<file path="src/rtl/program_sequencer.sv">
// Instruction fetch/decode/sequencing unit for the 4-bit datapath.
// Walks the program ROM, decodes each word into datapath controls and resolves two-word jumps.
module program_sequencer #(
  parameter int PC_WIDTH = 8
) (
  input  logic                clk,
  input  logic                reset_n,
  input  logic [7:0]          pm_data,
  input  logic                zero_flag,
  output logic [PC_WIDTH-1:0] pm_addr,
  output logic [PC_WIDTH-1:0] pc,
  output logic [7:0]          ir,
  output logic                sync_reset,
  output logic [3:0]          nibble_ir,
  output logic                i_sel,
  output logic                x_sel,
  output logic                y_sel,
  output logic [3:0]          source_sel,
  output logic [8:0]          reg_en
);

  typedef enum logic [1:0] {
    FETCH     = 2'd0,
    EXEC      = 2'd1,
    TGT_FETCH = 2'd2,
    TGT_LOAD  = 2'd3
  } state_t;

  localparam logic [3:0] SRC_IDLE = 4'hA;
  localparam logic [3:0] SRC_IMM  = 4'h8;
  localparam logic [3:0] SRC_PINS = 4'h9;

  state_t              state;
  state_t              state_nxt;
  logic [PC_WIDTH-1:0] pc_nxt;
  logic [PC_WIDTH-1:0] pc_inc;
  logic [PC_WIDTH-1:0] jump_tgt;
  logic [7:0]          ir_nxt;
  logic                is_jump;
  logic [2:0]          dst;
  logic [2:0]          src;

  // One-hot register enable for a 3-bit destination field; o_reg lives at bit 8
  // because bit 4 is taken by the ALU result/flag load.
  function automatic logic [8:0] dst_enable(input logic [2:0] d);
    logic [8:0] en;
    case (d)
      3'd0:    en = 9'h001;
      3'd1:    en = 9'h002;
      3'd2:    en = 9'h004;
      3'd3:    en = 9'h008;
      3'd4:    en = 9'h100;
      3'd5:    en = 9'h020;
      3'd6:    en = 9'h040;
      default: en = 9'h080;
    endcase
    return en;
  endfunction

  // Jump condition from the low bits of the latched jump opcode.
  function automatic logic jump_taken(input logic [1:0] cc, input logic zf);
    logic t;
    case (cc)
      2'b00:   t = 1'b1;
      2'b01:   t = ~zf;
      2'b10:   t = zf;
      default: t = 1'b0;
    endcase
    return t;
  endfunction

  assign pm_addr  = pc;
  assign pc_inc   = pc + PC_WIDTH'(1);
  assign jump_tgt = PC_WIDTH'(pm_data);
  assign is_jump  = (pm_data[7:2] == 6'b111000) && (pm_data[1:0] != 2'b11);
  assign dst      = pm_data[5:3];
  assign src      = pm_data[2:0];

  // Next-state, program counter and decoded controls
  always_comb begin
    state_nxt  = state;
    pc_nxt     = pc;
    ir_nxt     = ir;
    reg_en     = 9'h000;
    i_sel      = 1'b0;
    x_sel      = 1'b0;
    y_sel      = 1'b0;
    source_sel = SRC_IDLE;
    nibble_ir  = ir[3:0];

    case (state)
      FETCH: begin
        state_nxt = EXEC;
      end

      EXEC: begin
        ir_nxt    = pm_data;
        pc_nxt    = pc_inc;
        nibble_ir = pm_data[3:0];
        state_nxt = is_jump ? TGT_FETCH : FETCH;
        if (!pm_data[7]) begin
          source_sel = SRC_IMM;
          reg_en     = dst_enable(pm_data[6:4]);
        end else if (!pm_data[6]) begin
          reg_en = dst_enable(dst);
          if (dst == 3'd6 && src == 3'd6) begin
            i_sel = 1'b1;
          end else if (dst == src) begin
            source_sel = SRC_PINS;
          end else begin
            source_sel = {1'b0, src};
          end
        end else if (!pm_data[5]) begin
          x_sel  = pm_data[4];
          y_sel  = pm_data[3];
          reg_en = 9'h010;
        end
      end

      TGT_FETCH: begin
        state_nxt = TGT_LOAD;
      end

      TGT_LOAD: begin
        pc_nxt    = jump_taken(ir[1:0], zero_flag) ? jump_tgt : pc_inc;
        state_nxt = FETCH;
      end

      default: begin
        state_nxt = FETCH;
      end
    endcase

    // The first edge out of reset is spent letting the datapath clear.
    if (sync_reset) begin
      state_nxt  = FETCH;
      pc_nxt     = pc;
      ir_nxt     = ir;
      reg_en     = 9'h000;
      i_sel      = 1'b0;
      x_sel      = 1'b0;
      y_sel      = 1'b0;
      source_sel = SRC_IDLE;
    end
  end

  // Sequencer registers
  always_ff @(posedge clk or negedge reset_n) begin
    if (!reset_n) begin
      state      <= FETCH;
      pc         <= '0;
      ir         <= 8'h00;
      sync_reset <= 1'b1;
    end else begin
      state      <= state_nxt;
      pc         <= pc_nxt;
      ir         <= ir_nxt;
      sync_reset <= 1'b0;
    end
  end

endmodule
</file>
<file path="config.mk">
export PLATFORM = sky130hd
export DESIGN_NAME = program_sequencer
export DESIGN_NICKNAME = d
export VERILOG_FILES = /design/src/rtl/program_sequencer.sv
export SDC_FILE = /design/constraint.sdc
export NUM_CORES = 1
export LEC_CHECK = 0
export ABC_AREA = 1
export ABC_CLOCK_PERIOD_IN_PS = 1730
export BUFFER_PORTS_ARGS = -buffer_cell sky130_fd_sc_hd__clkbuf_2
export CAP_MARGIN = 20
export CORE_ASPECT_RATIO = 1.75
export CORE_MARGIN = 1.5
export CORE_UTILIZATION = 48
export CTS_CLUSTER_SIZE = 16
export DETAILED_ROUTE_END_ITERATION = 7
export PLACE_DENSITY = 0.81
export SLEW_MARGIN = 20
export SYNTH_ARGS = -nofsm -noshare
export SYNTH_HDL_FRONTEND = slang
export SYNTH_SLANG_ARGS = --single-unit
</file>
<file path="constraint.sdc">
create_clock -name clk -period 1.73 [get_ports clk]
set_input_delay 0.2595 -clock clk [delete_from_list [all_inputs] [get_ports clk]]
set_output_delay 0.2595 -clock clk [all_outputs]
set_load 0.005 [all_outputs]
</file>
# Yosys cells after proc, flatten, opt, wreduce, memory -nomap -nowiden
# Cells that the tools add are included.
[classes]
add_sub_neg = 1
n_mul = 0
n_div = 0
n_lt_le_gt_ge = 0
n_eq_ne = 21
shifts = 0
n_mux = 36
bitwise_logic = 2
n_reduce_logical = 9
[op_table]
columns = ["op", "count"]
rows = [
  ["case mux 9 bit (7 select lines)", 2],
  ["2-to-1 mux 9 bit", 4],
  ["2-to-1 mux 4 bit", 7],
  ["== test 3 bit, second input constant", 7],
  ["2-to-1 mux 1 bit", 16],
  ["case mux 8 bit (2 select lines)", 1],
  ["== test 3 x 2 -> 1 bit, second input constant", 4],
  ["adder 8 x 1 -> 8 bit, second input constant", 1],
  ["2-to-1 mux 8 bit", 1],
  ["case mux 2 bit (4 select lines)", 1],
  ["== test 2 bit, second input constant", 3],
  ["== test 3 x 1 -> 1 bit, second input constant", 2],
  ["== test 6 bit, second input constant", 1],
  ["zero test 3 bit", 2],
  ["2-to-1 mux 5 bit", 1],
  ["== test 2 x 1 -> 1 bit, second input constant", 2],
  ["zero test 2 bit", 2],
  ["2-to-1 mux 2 bit", 2],
  ["AND reduction 2 bit", 2],
  ["== test 3 bit", 1],
  ["case mux 1 bit (3 select lines)", 1],
  ["logical AND 1 bit", 2],
  ["inequality test 2 bit, second input constant", 1],
  ["inverter 1 bit", 2],
  ["nonzero test 2 bit", 1],
]
[totals]
register_bits = 19
latch_bits = 0
ram_bits = 0
mem_bits_ro = 0
input_bits = 11
out_inout_bits = 45
wordCells = 73
memories = 0

# Logic depth before layout (Yosys ltp)
# Gate-level depths: netlist (run 1).
[logic_depth]
word_depth = 7
mapped_depth = 9
depth_no_buf = 8

# Worst setup path after synthesis (run 1)
# OpenSTA, ideal clock, no wires.
[synth_path]
path_kind = "reg2out"
startpoint = "reg state[0]"
endpoint = "out y_sel"
arrival_ns = 1.113
setup_slack_ns = 0.358
path_stages_with_launch = 8
path_cell_list = "dfrtp_1 -> inv_2 -> nor2_4 -> inv_2 -> nor2_8 -> inv_4 -> buf_6 -> nor4_4"
[synth_between]
elab_chain_len = 3
[synth_rtl]
columns = ["item", "line", "source"]
rows = [
  ["start: declaration", "33", "state_t state;"],
  ["start signal: assignment", "155", "state <= state_nxt;"],
  ["== test 2 x 1 -> 1 bit", "91", "case (state)"],
  ["2-to-1 mux 1 bit", "91", ""],
  ["2-to-1 mux 1 bit", "135", "if (sync_reset) begin"],
  ["end: declaration", "17", "output logic y_sel,"],
]
# Every way passes these cells.

# Worst setup path in the final report (run 1)
[layout_path]
startpoint = "reg state[0]"
endpoint = "out reg_en[2]"
[layout_between]
elab_chain_len = 3
[layout_rtl]
columns = ["item", "line", "source"]
rows = [
  ["== test 2 x 1 -> 1 bit", "91", ""],
  ["2-to-1 mux 9 bit", "91", ""],
  ["2-to-1 mux 9 bit", "135", ""],
  ["end: declaration", "19", "output logic [8:0] reg_en"],
]
# Every way passes these cells.

==> results of run 1 <==
==> report_power, final <==
part	total [W]	leakage [nW]	switching, W	internal (W)
Clock	0.000313	0.0228	0.000149	0.000164
Sequential	0.000674	0.233	0.000127	0.000547
Combinational	0.000590	0.699	0.000328	0.000262
==> worst max-delay path by stage <==
stage / start / end / slack, ns / cells past startpoint
finish: state[0] / reg_en[2] / 0.03 / 7
CTS: state[1] / nibble_ir[0] / 0.02 / 4
detailed placement: state[0] / x_sel / 0.15 / 7
global route: state[0] / reg_en[2] / -0.05 / 7
floorplan: state[0] / y_sel / 0.36 / 7
global placement: state[0] / x_sel / 0.17 / 7
==> routing by layer <==
| layer | wire (um) | global-route usage (%) | vias to the layer above |
|---|---|---|---|
| li1 | - | - | 763 |
| met1 | 1462 | 27.89 | 688 |
| met2 | 2038 | 42.81 | 58 |
| met3 | 167 | 2.398 | 7 |
| met4 | 54 | 9.091 | 0 |
| met5 | 0 | 0 | - |
==> cell type report <==
class | instances | area [sq um]
Timing Repair Buffer | 61 | 322.8
Tap cell | 28 | 35.03
Inverter | 24 | 95.09
Clock buffer | 4 | 45.04
Multi-Input combinational cell | 149 | 790.8
Sequential cell | 19 | 478.0
Fill cell | 293 | 1096
==> state kept, by name (all words and copies together) (netlist names) <==
name,count
ir,8
pc,8
state,2
sync_reset,1
==> tightest hold or removal path, stage by stage <==
cell and delay (ns):
sky130_fd_sc_hd__clkbuf_2 0.14, sky130_fd_sc_hd__nand2_1 0.09, sky130_fd_sc_hd__a21oi_1 0.07
==> kinds of logic (layout without fill, tap and decap cells) <==
| kind of cell | Yosys count | after routing |
|---|---|---|
| AND/OR/NAND/NOR | 113 | 113 |
| buffers and inverters | 37 | 89 |
| AO/OA/AOI/OAI | 33 | 33 |
| flip-flops | 19 | 19 |
| adder cells (fa/ha/maj) | 1 | 1 |
| other | 1 | 1 |
| XOR/XNOR | 1 | 1 |
==> synthesized netlist by cell type (2+ instances only) <==
library cell,count
sky130_fd_sc_hd__a21oi_1,10
sky130_fd_sc_hd__buf_4,9
sky130_fd_sc_hd__clkbuf_1,2
sky130_fd_sc_hd__dfrtp_1,18
sky130_fd_sc_hd__inv_1,20
sky130_fd_sc_hd__inv_2,2
sky130_fd_sc_hd__nand2_1,65
sky130_fd_sc_hd__nand3_1,18
sky130_fd_sc_hd__nand4_1,3
sky130_fd_sc_hd__nor2_1,14
sky130_fd_sc_hd__nor3_1,2
sky130_fd_sc_hd__nor3_2,2
sky130_fd_sc_hd__o211ai_1,2
sky130_fd_sc_hd__o21ai_0,13
sky130_fd_sc_hd__o21ai_2,3
==> what timing repair did <==
item,4_1_cts,5_1_grt
buffers inserted,2,1
pin swaps,1,0
setup endpoints to repair,14,16
gates resized for setup,2,10
hold endpoints to repair,18,0
hold buffers,1,0
==> placed cells by master (no fill, tap or decap), drive strengths merged, types with 3 or more instances in the layout <==
| cell type | netlist | final |
|---|---|---|
| nor3 | 4 | 4 |
| clkbuf | 2 | 56 |
| nand3 | 18 | 18 |
| dfrtp | 18 | 18 |
| nand4 | 3 | 3 |
| a21oi | 11 | 11 |
| nand2 | 66 | 66 |
| inv | 23 | 23 |
| o21ai | 16 | 16 |
| nor2 | 17 | 17 |
| buf | 11 | 8 |
| nor4 | 3 | 3 |
==> per-stage QoR <==
stage / hold slack [ns] / TNS, ns
2_1_floorplan: -0.03609 / 0
3_3_place_gp: 0.2332 / 0
3_5_place_dp: 0.2357 / 0
4_1_cts: 0.3290 / 0
5_1_grt: 0.3446 / -0.3393
6_report: 0.3386 / 0
==> metrics.txt, run 1 <==
Chip Width between 40 and 50 um; area of the die 3323 sq um; Num Clock Sinks 19; initial standard-cell utilization of the core between 40% and 50%; final core utilization 61.71%; average wire per cell in the routed design 13.06 um; count of endpoints failing setup in the final report 0; cell leakage power 0.9544 nW; number of distinct library cells after synthesis 37; buffer type at the clock tree root sky130_fd_sc_hd__clkbuf_8; cell type with the largest total area after synthesis sky130_fd_sc_hd__dfrtp_1; cell count after placement roughly 280; number of buffers created by CTS 3; nature of the critical path endpoint output pin; count of inserted antenna diode cells 0; number of synthesis warnings 0; DRT iter0 DRCs 65; drt first pass iters 4; worst-path cell chain inv_2, nor2_4, inv_2, nor2_8, nand3_1, a21oi_1, clkbuf_2; number of enable flip-flop cells after synthesis 0; clock tree from TritonCTS built; count of input and output buffers 55; die outline height around 75 um; final max-slew violation count 0; delay-heaviest family, CP simple AND/OR/NAND/NOR gates; worst reg-to-reg path cell count 6; cell area after placement 1662 sq um; synthesized cell area 1428 sq um; largest stage delay on the critical path around 0.37 ns; via count of the first global-routing pass 1296; xor and xnor area share after synthesis less than 1%; Final Hold Viols 0; PwrDens about 890 nW/um^2; number of instances on the worst hold path 3; Area Overhead vs Synth 23.75%; Site Rows 26; maximum number of pins on one net before global-route repair 20; clock period minus final worst setup slack around 1.7 ns; top cells by area, synth sky130_fd_sc_hd__dfrtp_1 32%, sky130_fd_sc_hd__nand2_1 17%, sky130_fd_sc_hd__nand3_1 6.3%; fin crit share 98.24%; Routability Congestion around 0.84; worst slack, placed about 0.15 ns; Critical Path Most Common Cell sky130_fd_sc_hd__inv_2; clock insertion delay at the later pin of the skew report 0.26 ns; maximum fanout encountered on the critical timing path 7; critical hold path startpoint pm_data[1]; type of the worst min-delay path input pin to flip-flop; most instantiated flip-flop cell in the synthesis netlist sky130_fd_sc_hd__dfrtp_1; source of the worst register-to-register timing path ir[1]; post-synthesis instance total ~200; outcome complete, no violations; detailed placement HPWL 2.867 mm; routed vias/inst 5.319; Compound-Gate Fraction of Synth Area a little over an eighth; layout cells sized above 1 ~33%; class of the most critical setup path flip-flop to output pin; Finished Layout Cells between 200 and 300; final routed DRC violation total 0; Post-Synthesis Net Count 217; number of register bits inferred by synthesis 19; number of antenna violations at the first check in global routing 0; number of max-cap violations 0; clock-pin transition on the worst setup and hold timing paths 0.07 ns; arrival time of data at the critical path endpoint 1.44 ns; number of nets in the finished design 270; total grt overflow 0; cell area after layout 1767 sq um; Adder-Cell Fraction of Synth Area 0.8764%; antenna-violating nets left 0; Bufs on Longest Clock Path 2; maximum level of the CTS H-tree 1; Synth async-reset ratio 100.0%; mean post-synth cell area between 6 and 7 sq um; GRT Total Usage 23.62%; data required time at the worst endpoint 1.47 ns; global-route wire length before repair 5.906 mm; via count of the routed design 1516; Detailed Route WL 3.722 mm; multiplexer area fraction after synthesis 0%; count of pins on the block boundary 56; cell with the biggest individual delay on the critical path sky130_fd_sc_hd__dfrtp_1; simple-gate share of the synthesized area 38.30%; endpoint of the worst hold path pc[1]; proportion of synthesized chip area in sequential cells about a third; core area 2863 sq um; end of the worst register-to-register path pc[0]; Setup WS post-layout 0.03041 ns; Post-Route Skew 0.005660 ns; number of buffers and inverters on the critical path 3; internal reg-to-reg setup slack 0.35 ns; total chip power about 0.0016 W; Peak supply drop 0.0003849 V; unrepaired setup endpoints after global routing true; kind of start point of the critical path flip-flop; dominant combinational cell family by area after synthesis simple AND/OR/NAND/NOR gates; share of the synthesized area in the top cell type 31.55%; fmax 588.4 MHz
No activity file was read; power rests on OpenSTA's default activity.
==> inputs of run 2 (changes only) <==
--- a/config.mk
+++ b/config.mk
@@ -10,11 +10,11 @@
 export BUFFER_PORTS_ARGS = -buffer_cell sky130_fd_sc_hd__clkbuf_2
 export CAP_MARGIN = 20
 export CORE_ASPECT_RATIO = 1.75
-export CORE_MARGIN = 1.5
+export CORE_MARGIN = 3
 export CORE_UTILIZATION = 48
 export CTS_CLUSTER_SIZE = 16
 export DETAILED_ROUTE_END_ITERATION = 7
-export PLACE_DENSITY = 0.81
+export PLACE_DENSITY = 0.79
 export SLEW_MARGIN = 20
 export SYNTH_ARGS = -nofsm -noshare
 export SYNTH_HDL_FRONTEND = slang
==> run 2 against run 1 <==
The flow now finishes with violations (setup timing). Final area is 3.5% higher. Global-route usage is 0.052 points higher. Sequential share of layout area is 0.91 points lower. Critical path depth stayed put. Routed wire length is 6.9% higher. Via count is 3.2% higher. Non-clock buffer count is 4 higher. Power is 2.3% higher. Final cell count is 1.1% higher. Critical path type unchanged.
==> metrics.txt, run 2 (synthesis results as in run 1) <==
maximum level of the CTS H-tree 1; fmax 571.3 MHz; Finished Layout Cells 288; proportion of power drawn by combinational gates 38.2%; count of inserted antenna diode cells 0; Peak supply drop 0.0005036 V; via count of the first global-routing pass approximately 1500; antenna-violating nets left 0; buffer type at the clock tree root sky130_fd_sc_hd__clkbuf_8; largest registers ir x8, pc x8, state x2; endpoint of the worst setup timing path y_sel; Bufs on Longest Clock Path 2; Routability Congestion around 0.84; Hold Worst Slack 0.3293 ns; PwrDens 882.7 nW/um^2; area of the die 3690 sq um; class of the most critical setup path flip-flop to output pin; source of the worst register-to-register timing path state[0]; number of buffers created by CTS 3; Chip Width 47.23 um; Post-Route Skew 0.003084 ns; clock share of power between 20% and 30%; Final Hold Viols 0; detailed placement HPWL 2.938 mm; total grt overflow 0; clock insertion delay at the later pin of the skew report 0.26 ns; switching power share of the total 39.15%; total routed wire length on the met1 layer 1.494 mm; clock-pin transition on the worst setup and hold timing paths 0.07 ns; via count of the routed design 1564; worst slack, placed 0.1224 ns; type of the worst min-delay path input pin to flip-flop; number of nets in the finished design 274; Setup WS post-layout -0.02046 ns; arrival time of data at the critical path endpoint 1.49 ns; core area 2784 sq um; final routed DRC violation total 0; highest-count cells in the layout ignoring fill and taps 64 x sky130_fd_sc_hd__nand2_1, 53 x sky130_fd_sc_hd__clkbuf_2, 20 x sky130_fd_sc_hd__inv_1; maximum number of pins on one net before global-route repair 20; nature of the critical path endpoint output pin; GRT Total Usage 23.68%; fin crit share 101.2%; Reg power frac 41.6%; cell leakage power 0.9722 nW; worst reg-to-reg path cell count 7; number of max-cap violations 0; beginning of the critical path state[0]; Num Clock Sinks 19; final core utilization 65.66%; Int Power 0.0009819 W; Site Rows 25; data required time at the worst endpoint roughly 1.5 ns; number of antenna violations at the first check in global routing 0; cell count after placement roughly 280; Detail Route met2 WL 2.181 mm; initial standard-cell utilization of the core between 50% and 60%; drt first pass iters 4; average wire per cell in the routed design 13.81 um; kind of start point of the critical path flip-flop; clock period minus final worst setup slack 1.750 ns; Area Overhead vs Synth 28.05%; clock tree from TritonCTS built; final total negative setup slack -0.08654 ns; leading cell type in the layout, fill and taps excluded sky130_fd_sc_hd__nand2_1; layout cells sized above 1 35.63%; count of pins on the block boundary 56; met3 WL post-DR 202 um; unrepaired setup endpoints after global routing true; total net switching power 0.0006316 W; internal reg-to-reg setup slack 0.36 ns; routed vias/inst 5.431; final max-slew violation count 0; failing checks setup timing; count of input and output buffers 55; end of the worst register-to-register path pc[7]; die outline height slightly below 80 um; outcome finished, violations left; count of endpoints failing setup in the final report 7; Detailed Route WL 3.977 mm; global-route wire length before repair 6.527 mm; DRT iter0 DRCs 72; maximum fanout encountered on the critical timing path 19; highest routing layer actually used met4
[run 2: worst min-delay path by stage]
stage,start,endpoint,slack (ns),depth (start not counted)
floorplan,reset_n,ir[0],-0.04,0
global route,pm_data[1],pc[1],0.36,3
detailed placement,reset_n,ir[4],0.24,1
finish,pm_data[1],pc[1],0.33,3
CTS,pm_data[1],pc[1],0.32,3
global placement,reset_n,pc[6],0.24,1
[run 2: repair_timing]
item	CTS	global route
endpoints found under the setup margin	17	17
gates resized for setup	4	15
setup buffers	2	5
cloned	0	0
pin swaps	1	4
hold buffers	1	0
hold endpoints to repair	18	0
[run 2: final cells by class]
cell class | instances | area (sq um)
Inverter | 24 | 97.59
Fill cell | 255 | 955.9
Multi-Input combinational cell | 149 | 820.8
Tap cell | 27 | 33.78
Timing Repair Buffer | 65 | 352.8
Sequential cell | 19 | 478.0
Clock buffer | 4 | 45.04
[run 2: power by group through the flow]
| stage | combinational (W) | sequential, W | clock (W) |
|---|---|---|---|
| floorplan | 0.000397 | 0.000670 | 0 |
| global placement | 0.000571 | 0.000682 | 0 |
| detailed placement | 0.000587 | 0.000681 | 0 |
| CTS | 0.000600 | 0.000673 | 0.000322 |
| global route | 0.000706 | 0.000696 | 0.000343 |
| finish | 0.000616 | 0.000672 | 0.000325 |
[run 2: routing by layer]
layer / global-route usage, % / up-vias
met5: 0 / -
met4: 12.47 / 0
met3: 2.294 / 7
met2: 41.13 / 72
met1: 26.12 / 712
li1: - / 773
[run 2: stage by stage]
step / power [W] / instance area [sq um]
6_report: 0.001614 / 1828
5_1_grt: 0.001746 / 1828
4_1_cts: 0.001595 / 1745
3_5_place_dp: 0.001269 / 1660
3_3_place_gp: 0.001253 / 1660
2_1_floorplan: 0.001067 / 1428
[run 2: critical path: stages, from the launching register on]
cell and delay [ns]:
sky130_fd_sc_hd__dfrtp_1 0.39, sky130_fd_sc_hd__inv_2 0.07, sky130_fd_sc_hd__nor2_4 0.11, sky130_fd_sc_hd__inv_4 0.06
sky130_fd_sc_hd__nor2_8 0.21, sky130_fd_sc_hd__inv_6 0.11, sky130_fd_sc_hd__nor4_4 0.13, sky130_fd_sc_hd__clkbuf_2 0.15
